`src/rtl/alu_share_arbiter_pkg.sv`:
```
// Shared definitions for the ALU sharing arbiter: default widths and the ALU opcode map.
package alu_share_arbiter_pkg;

    localparam int XLEN_DEF    = 32;
    localparam int NUM_REQ_DEF = 2;
    localparam int ALU_OP_W    = 4;

    typedef enum logic [ALU_OP_W-1:0] {
        ALU_ADD   = 4'd0,
        ALU_SUB   = 4'd1,
        ALU_AND   = 4'd2,
        ALU_OR    = 4'd3,
        ALU_XOR   = 4'd4,
        ALU_SLL   = 4'd5,
        ALU_SRL   = 4'd6,
        ALU_SRA   = 4'd7,
        ALU_SLT   = 4'd8,
        ALU_SLTU  = 4'd9,
        ALU_NOR   = 4'd10,
        ALU_PASSA = 4'd11,
        ALU_PASSB = 4'd12,
        ALU_ANDN  = 4'd13,
        ALU_ORN   = 4'd14,
        ALU_XNOR  = 4'd15
    } alu_op_e;

endpackage

```
`src/rtl/alu_share_arbiter_if.sv`:
```
// Request/response bundle between the requesters, the result consumer and the shared ALU arbiter.
interface alu_share_arbiter_if #(
    parameter int XLEN    = 32,
    parameter int NUM_REQ = 2,
    parameter int ID_W    = 1
) ();

    logic [NUM_REQ-1:0]      req_valid;
    logic [NUM_REQ-1:0]      req_ready;
    logic [NUM_REQ*XLEN-1:0] req_in1;
    logic [NUM_REQ*XLEN-1:0] req_in2;
    logic [NUM_REQ*4-1:0]    req_op;
    logic                    rsp_valid;
    logic                    rsp_ready;
    logic [ID_W-1:0]         rsp_id;
    logic [XLEN-1:0]         rsp_data;

    modport master (
        output req_valid, req_in1, req_in2, req_op, rsp_ready,
        input  req_ready, rsp_valid, rsp_id, rsp_data
    );

    modport slave (
        input  req_valid, req_in1, req_in2, req_op, rsp_ready,
        output req_ready, rsp_valid, rsp_id, rsp_data
    );

endinterface

```
`src/rtl/alu_share_arbiter_alu.sv`:
```
// Purely combinational ALU shared by all requesters; every 4-bit opcode has a defined result.
module alu_share_arbiter_alu
    import alu_share_arbiter_pkg::*;
#(
    parameter int XLEN = XLEN_DEF
) (
    input  logic [XLEN-1:0] in1,
    input  logic [XLEN-1:0] in2,
    input  alu_op_e         op,
    output logic [XLEN-1:0] result
);

    localparam int SH_W = $clog2(XLEN);

    logic [SH_W-1:0] shamt;

    assign shamt = in2[SH_W-1:0];

    always_comb begin
        result = '0;
        case (op)
            ALU_ADD:   result = in1 + in2;
            ALU_SUB:   result = in1 - in2;
            ALU_AND:   result = in1 & in2;
            ALU_OR:    result = in1 | in2;
            ALU_XOR:   result = in1 ^ in2;
            ALU_SLL:   result = in1 << shamt;
            ALU_SRL:   result = in1 >> shamt;
            ALU_SRA:   result = XLEN'($signed(in1) >>> shamt);
            ALU_SLT:   result = {{(XLEN-1){1'b0}}, $signed(in1) < $signed(in2)};
            ALU_SLTU:  result = {{(XLEN-1){1'b0}}, in1 < in2};
            ALU_NOR:   result = ~(in1 | in2);
            ALU_PASSA: result = in1;
            ALU_PASSB: result = in2;
            ALU_ANDN:  result = in1 & ~in2;
            ALU_ORN:   result = in1 | ~in2;
            ALU_XNOR:  result = ~(in1 ^ in2);
            default:   result = '0;
        endcase
    end

endmodule

```
`src/rtl/alu_share_arbiter.sv`:
```
// Round-robin arbiter sharing one ALU between NUM_REQ requesters through a one-entry operand stage;
// results return in order on a single response channel tagged with the requester id.
module alu_share_arbiter
    import alu_share_arbiter_pkg::*;
#(
    parameter int XLEN    = XLEN_DEF,
    parameter int NUM_REQ = NUM_REQ_DEF,
    parameter int ID_W    = $clog2(NUM_REQ)
) (
    input  logic                clk,
    input  logic                rst_n,
    alu_share_arbiter_if.slave  bus
);

    logic [ID_W-1:0] rr_ptr;
    logic [ID_W-1:0] grant;
    logic [ID_W-1:0] next_ptr;
    logic            slot_free;
    logic            accept;

    logic            stage_valid;
    logic [ID_W-1:0] stage_id;
    logic [XLEN-1:0] stage_in1;
    logic [XLEN-1:0] stage_in2;
    alu_op_e         stage_op;

    // First valid requester at or after the pointer, wrapping; falls back to the pointer when idle.
    function automatic logic [ID_W-1:0] rr_pick(input logic [NUM_REQ-1:0] valid,
                                                input logic [ID_W-1:0]    ptr);
        logic [ID_W-1:0] pick;
        int              idx;
        pick = ptr;
        for (int k = NUM_REQ - 1; k >= 0; k--) begin
            idx = int'(ptr) + k;
            if (idx >= NUM_REQ) idx = idx - NUM_REQ;
            if (valid[idx]) pick = ID_W'(idx);
        end
        return pick;
    endfunction

    always_comb begin
        grant     = rr_pick(bus.req_valid, rr_ptr);
        slot_free = !stage_valid || bus.rsp_ready;
        accept    = rst_n && slot_free && bus.req_valid[grant];
        next_ptr  = (int'(grant) == NUM_REQ - 1) ? '0 : grant + ID_W'(1);
    end

    // Gating with rst_n keeps every requester stalled while reset is asserted.
    always_comb begin
        bus.req_ready = '0;
        if (rst_n && slot_free) bus.req_ready[grant] = 1'b1;
    end

    always_ff @(posedge clk or negedge rst_n) begin
        if (!rst_n) begin
            stage_valid <= 1'b0;
            rr_ptr      <= '0;
            stage_id    <= '0;
            stage_in1   <= '0;
            stage_in2   <= '0;
            stage_op    <= ALU_ADD;
        end else if (accept) begin
            stage_valid <= 1'b1;
            rr_ptr      <= next_ptr;
            stage_id    <= grant;
            stage_in1   <= bus.req_in1[grant*XLEN +: XLEN];
            stage_in2   <= bus.req_in2[grant*XLEN +: XLEN];
            stage_op    <= alu_op_e'(bus.req_op[grant*ALU_OP_W +: ALU_OP_W]);
        end else if (bus.rsp_ready) begin
            stage_valid <= 1'b0;
        end
    end

    assign bus.rsp_valid = stage_valid;
    assign bus.rsp_id    = stage_id;

    alu_share_arbiter_alu #(
        .XLEN (XLEN)
    ) u_alu (
        .in1    (stage_in1),
        .in2    (stage_in2),
        .op     (stage_op),
        .result (bus.rsp_data)
    );

endmodule

```
`src/flat_wrapper.sv`:
```
// flat-port wrapper written by rule: the top's interface ports become plain ports
module alu_share_arbiter_flat import alu_share_arbiter_pkg::*;
#(
    parameter int XLEN    = XLEN_DEF,
    parameter int NUM_REQ = NUM_REQ_DEF,
    parameter int ID_W    = $clog2(NUM_REQ)
)
  (clk, rst_n, bus_req_valid, bus_req_in1, bus_req_in2, bus_req_op, bus_rsp_ready, bus_req_ready, bus_rsp_valid, bus_rsp_id, bus_rsp_data);
  alu_share_arbiter_if #(.XLEN(XLEN), .NUM_REQ(NUM_REQ), .ID_W(ID_W)) bus_i ();
  input  logic clk;
  input  logic rst_n;
  input wire logic [$bits(bus_i.req_valid)-1:0] bus_req_valid;
  input wire logic [$bits(bus_i.req_in1)-1:0] bus_req_in1;
  input wire logic [$bits(bus_i.req_in2)-1:0] bus_req_in2;
  input wire logic [$bits(bus_i.req_op)-1:0] bus_req_op;
  input wire logic [$bits(bus_i.rsp_ready)-1:0] bus_rsp_ready;
  output wire logic [$bits(bus_i.req_ready)-1:0] bus_req_ready;
  output wire logic [$bits(bus_i.rsp_valid)-1:0] bus_rsp_valid;
  output wire logic [$bits(bus_i.rsp_id)-1:0] bus_rsp_id;
  output wire logic [$bits(bus_i.rsp_data)-1:0] bus_rsp_data;
  assign bus_i.req_valid = bus_req_valid;
  assign bus_i.req_in1 = bus_req_in1;
  assign bus_i.req_in2 = bus_req_in2;
  assign bus_i.req_op = bus_req_op;
  assign bus_i.rsp_ready = bus_rsp_ready;
  assign bus_req_ready = bus_i.req_ready;
  assign bus_rsp_valid = bus_i.rsp_valid;
  assign bus_rsp_id = bus_i.rsp_id;
  assign bus_rsp_data = bus_i.rsp_data;
  alu_share_arbiter #(.XLEN(XLEN), .NUM_REQ(NUM_REQ), .ID_W(ID_W)) u_core (.clk(clk), .rst_n(rst_n), .bus(bus_i));
endmodule
```
`config.mk`:
```
export PLATFORM = sky130hd
export DESIGN_NAME = alu_share_arbiter_flat
export DESIGN_NICKNAME = d
export VERILOG_FILES = /design/src/rtl/alu_share_arbiter_pkg.sv /design/src/rtl/alu_share_arbiter_if.sv /design/src/rtl/alu_share_arbiter_alu.sv /design/src/rtl/alu_share_arbiter.sv /design/src/flat_wrapper.sv
export SDC_FILE = /design/constraint.sdc
export NUM_CORES = 1
export LEC_CHECK = 0
export CAP_MARGIN = 25
export CORE_MARGIN = 2
export CORE_UTILIZATION = 43
export CTS_CLUSTER_SIZE = 28
export DETAILED_ROUTE_END_ITERATION = 6
export PLACE_DENSITY = 0.71
export SETUP_SLACK_MARGIN = 0.15
export SYNTH_ARGS = -nofsm -noshare
export SYNTH_HDL_FRONTEND = slang
export SYNTH_HIERARCHICAL = 1
export SYNTH_SLANG_ARGS = --single-unit
export TNS_END_PERCENT = 1
```
`constraint.sdc`:
```
create_clock -name clk -period 15.65 [get_ports clk]
set_input_delay 3.13 -clock clk [delete_from_list [all_inputs] [get_ports clk]]
set_output_delay 3.13 -clock clk [all_outputs]
set_load 0.01 [all_outputs]
```
After elaboration in Yosys (flattened, before gate mapping)
Cells that the tools add are included.

Output and inout bits: 36. Input port bits: 141. Flip-flop bits (word level): 71. Logic and storage cells: 75.

Bitwise logic cells: 8. Add/subtract/negate cells: 6. Equal/unequal tests: 15. Order comparisons: 8. Shift operators: 6. Reductions and logical operators: 7. Muxes and demuxes: 19.

Operators by type and width (count): 32-bit one-hot mux with 16 select lines (1); 64-bit by 7-bit indexed part select with 32-bit output (2); 32-bit NOT (3); 32-bit AND (2); 32-bit by 3-bit less-than comparator with 1-bit output, second input constant (2); 32-bit less-than comparator (2); 32-bit 2-to-1 mux (2); 32-bit bitwise OR (2); 32-bit adder (1); 4-bit equality test, second input constant (8); 32-bit by 3-bit greater-or-equal comparator with 1-bit output, second input constant (1); 32-bit by 5-bit left shift with 32-bit output (1); 32-bit by 5-bit right shift with 32-bit output (1); 32-bit by 5-bit >>> shifter with 32-bit output (1); 32-bit by 3-bit subtractor with 32-bit output, second input constant (1); 32-bit subtractor (1); 32-bit bitwise XOR (1); 4-bit by 3-bit equality test with 1-bit output, second input constant (4); 1-bit 2-to-1 mux (14); 4-bit by 2-bit equality test with 1-bit output, second input constant (2); 8-bit by 4-bit indexed part select with 4-bit output (1); 4-bit by 1-bit equality test with 1-bit output, second input constant (1); 4-bit zero test (1); 1-bit logical AND (3); other kinds (11) (11).

Depth between registers and ports, before layout
Word-level depth: 13. Gate-level depth with buffers: 16. Depth with buffers taken out: 13.

Cells and area by module
The synthesis kept the hierarchy.

By module, submodules not included: alu_share_arbiter_alu (sequential area each 0.0 µm², area an instance 10475.0 µm², cells each 1555, instances 1); alu_share_arbiter (sequential area each 1776.7 µm², area an instance 3828.7 µm², cells each 337, instances 1).

Least setup slack after synthesis
OpenSTA, ideal clock, no wires.

Kind: register -> output. Start point: register u_core.stage_in2[2]. End point: output bus_rsp_data[0]. Data required time: 12.520 ns. Stages on the path, launching flop included: 17. Arrival: 4.271 ns. Buffers on the path: 4. Path slack: 8.249 ns. Cell sequence: dfrtp_1 -> inv_1 -> clkbuf_1 -> buf_1 -> clkbuf_1 -> ha_1 -> clkbuf_1 -> nor2_1 -> o21ai_1 -> a2111oi_4 -> nor4_2 -> a21oi_2 -> nor4_1 -> o41a_1 -> or4_1 -> a21oi_1 -> o21ai_1.

Word-level cells in the longest chain between the ends: 2. Elaborated cells between the ends (all ways): 6. Those cells by class: order compare: 2; shift: 3; mux: 1.

RTL lines: start: declaration (line alu_share_arbiter.sv:24) `logic [XLEN-1:0] stage_in2;`; start signal: assignment (line alu_share_arbiter.sv:67) `stage_in2 <= bus.req_in2[grant*XLEN +: XLEN];`; 32-bit less-than comparator (tied with other cells) (line alu_share_arbiter_alu.sv:31) `ALU_SLTU: result = {{(XLEN-1){1'b0}}, in1 < in2};`; 32-bit one-hot mux with 16 select lines (*) (line alu_share_arbiter_alu.sv:21) `case (op)`; end: declaration (line flat_wrapper.sv:20) `output wire logic [$bits(bus_i.rsp_data)-1:0] bus_rsp_data;`.

Mark *: on every way between the ends. The rest lies on a longest branch, timed or not.

Worst setup path in the final report
Start point: register u_core.stage_in2[2]. End point: output bus_rsp_data[28].

Word-level cells in the longest chain between the ends: 2. Elaborated cells between the ends (all ways): 6. Those cells by class: add/sub: 2; shift: 3; mux: 1.

RTL lines: 32-bit subtractor (tied with other cells) (line alu_share_arbiter_alu.sv:23) `ALU_SUB: result = in1 - in2;`; 32-bit one-hot mux with 16 select lines (*) (line alu_share_arbiter_alu.sv:21).

Marks and branches as above.

==> impl_metrics.yaml <==
run_status:
  status: "finished clean"
clocking:
  cts_made_buffers: 9
  path_clk_slew_ps: 50
  cts_root_buf: "clkbuf_16"
  cts_setup_buffers: 0
  htree_levels: 3
  tritoncts: "yes"
  cts_sinks: 71
  ctsResizeCount: 0
  cts_hold_buffers: 0
  clockBufferDepth: 2
  clk_latency_ps: 340
detailed_routing:
  avgRoutedWirePerCell_um: 27.3
  initialDrtViolationCount: 2768
  wl_um: 64500
  antenna_left: 0
  remaining_drc_errors: 0
  first_pass_iters: 7
  vias_per_cell: 7.08
  vias: 16700
timing:
  relSlewSlack: 0.216
  rsz0062_at_grt: "no"
  slew_violations: 0
  finalCritPeriodShare: 0.548
  setup_viol: 0
  hold_viol_final: 0
  setup_ws_ps: 7080
  tns_ps: 0
  worst_pin_slew_ps: 1170
  max_freq_mhz: 117
  period_minus_slack_ps: 8570
  fin_skew_ps: 8.48
yosys:
  async_reset_ff_frac: 1.00
  syn_avg_cell_area_um2: 7.56
  synth_ff_type: "dfrtp_1"
  yosysSeqAreaShare: 0.124
  synth.distinct_cells: 79
  syn_inst: 1892
  ys_seq_elements: 71
  netlist_area_mm2: 0.0143
  synth_nets: 2162
  ys.warnings.count: 6
  synth_edf_count: 0
setup_path:
  worstSetupStartpointType: "register"
  reg2reg_slack_ps: 13730
  required_ps: 12520
  end_kind: "primary output"
  path_max_fanout: 52
  crit_type: "register to primary output"
  cp_data_arrival_time_ps: 5440
power_and_ir_drop:
  p_leak_nw: 6.47
  ir_drop_v: 0.0000684
  cellPowerDensity_mw_per_mm2: 144
worst_hold_path:
  min_path_type: "register to register"
global_route:
  grtUsageTotal: 0.355
  grt_max_degree: 92
  grt_pass1_vias: 15500
  grt_pass1_wl_um: 96000
  antenna_found_initial: 2
  grt_overflow_total: 0
cells_and_area:
  drive_gt1_frac: 0.0926
  finalCoreUtilization: 0.503
  area_delta_synth_final_pct: 14.7
  layout.nets: 2188
die:
  coreArea_mm2: 0.0326
  die_w_um: 186
  initial_core_util: 0.439
  dieArea_mm2: 0.0347
  rows: 66
  io_pins: 177
  dieHeight_um: 186
placement:
  dp_hpwl_um: 46800
  routabilityCongestion: 1.04
  post-place-ws_ps: 7640
  portBuffers: 176
job:
  cap_violations: 0
## path summary, 6_finish.rpt
check | start | end | cells after the start
setup / recovery | u_core/stage_in2[2]$_DFFE_PN0P_ | bus_rsp_data[28] | 15
hold / removal | u_core/stage_op[3]$_DFFE_PN0P_ | u_core/stage_op[3]$_DFFE_PN0P_ | 1
setup reg to reg | u_core/rr_ptr$_DFFE_PN0P_ | u_core/stage_in1[6]$_DFFE_PN0P_ | 4
hold reg to reg | u_core/stage_op[3]$_DFFE_PN0P_ | u_core/stage_op[3]$_DFFE_PN0P_ | 1
max in group asynchronous | rst_n | u_core/stage_in2[0]$_DFFE_PN0P_ | 2
min in group asynchronous | rst_n | u_core/bus.rsp_valid$_DFFE_PN0P_ | 1
## registers in the layout, indices dropped and copies added (netlist names)
signal and count:
u_core/bus.rsp_id 1, u_core/bus.rsp_valid 1, u_core/rr_ptr 1, u_core/stage_in1 32, u_core/stage_in2 32, u_core/stage_op 4
## critical path, cell delays in order, from the launching register on
cell and delay, ps:
dfrtp_1 350, buf_4 300, inv_2 90, buf_4 570, ha_1 470, nor2b_1 180, o21ai_0 230, a21oi_1 190
o21ai_0 420, a21oi_1 220, o31ai_1 730, o21ai_0 340, nor4_1 260, nor2_1 80, a21oi_1 120, clkdlybuf4s50_1 540
## Yosys cell counts (12+ instances only)
cell	number	area, um2
nor2_1	192	721
nand2_1	178	668
a21oi_1	160	801
clkbuf_1	137	514
ha_1	127	1590
o21ai_0	121	606
inv_1	105	394
a221o_1	78	781
dfrtp_1	71	1780
mux4_2	58	1310
nor4b_1	48	420
nor3_1	47	235
o22ai_1	47	294
mux2i_1	31	310
nand3_1	27	135
buf_2	26	130
a22oi_1	24	180
a211oi_1	23	173
a221oi_1	21	184
a22o_1	21	184
buf_1	21	78.8
a31oi_1	20	125
nor4b_2	20	300
a21o_1	19	143
o211ai_1	19	143
a32o_1	17	170
buf_6	14	158
o21bai_1	14	105
or3_1	12	75.1
## through the flow
stage	hold WS [ps]	std cells	power [mW]	cell area, um2
2_1_floorplan	475	1892	1.44	14300
4_1_cts	516	2365	2.29	16400
5_1_grt	546	2365	2.48	16400
3_5_place_dp	504	2349	2.06	16100
3_3_place_gp	499	2348	2.04	16100
6_report	520	2366	2.37	16400
## where the power goes
group          switching (mW)  leakage, nW  internal (mW)
clock                  0.0776        0.158          0.148
combinational            1.08         5.44          0.706
sequential              0.140        0.872          0.220
## final cells by class
cell class              count  area (um2)
inverters                 106         398
repair buffers            217        2070
diodes                      1        2.50
multi-input cells        1513       11300
flip-flops and latches     71        1780
well taps                 442         553
fillers                  3142       16200
clock inverters             5        80.1
clock buffers              11         253
## routing by layer
layer | routed length, um | GRT usage | part of all wire
met2 | 26000 | 0.507 | 0.40
met5 | 11 | 0 | 0.00017
met3 | 8740 | 0.0914 | 0.14
met4 | 4790 | 0.226 | 0.074
met1 | 25000 | 0.474 | 0.39
## kinds of logic (layout without fill, tap and decap cells)
| logic type | count (synthesis) | after routing | synth area share |
|---|---|---|---|
| buffers and inverters | 308 | 339 | 0.0915 |
| flip-flops | 71 | 71 | 0.124 |
| adder cells (fa/ha/maj) | 131 | 131 | 0.115 |
| XOR/XNOR | 9 | 9 | 0.00551 |
| AND/OR/NAND/NOR | 595 | 595 | 0.212 |
| other | 0 | 1 | 0 |
| AO/OA/AOI/OAI | 681 | 681 | 0.332 |
| multiplexers | 97 | 97 | 0.119 |
## cell usage in the layout, fill, tap and decap left out, types with 20 or more instances in the layout
master           count
a221o_1             78
inv_1              104
o22ai_1             47
a22oi_1             24
mux4_2              58
dfrtp_1             67
a211oi_1            23
nor2_1             192
nor4b_1             48
nor3_1              43
a221oi_1            21
a31oi_1             20
nand2_1            178
a21oi_1            160
o21ai_0            121
ha_1               127
mux2i_1             31
nor4b_2             20
clkdlybuf4s50_1    174
nand3_1             27
a22o_1              21
buf_4               41
Note: power is estimated with default switching activity, not from simulation.
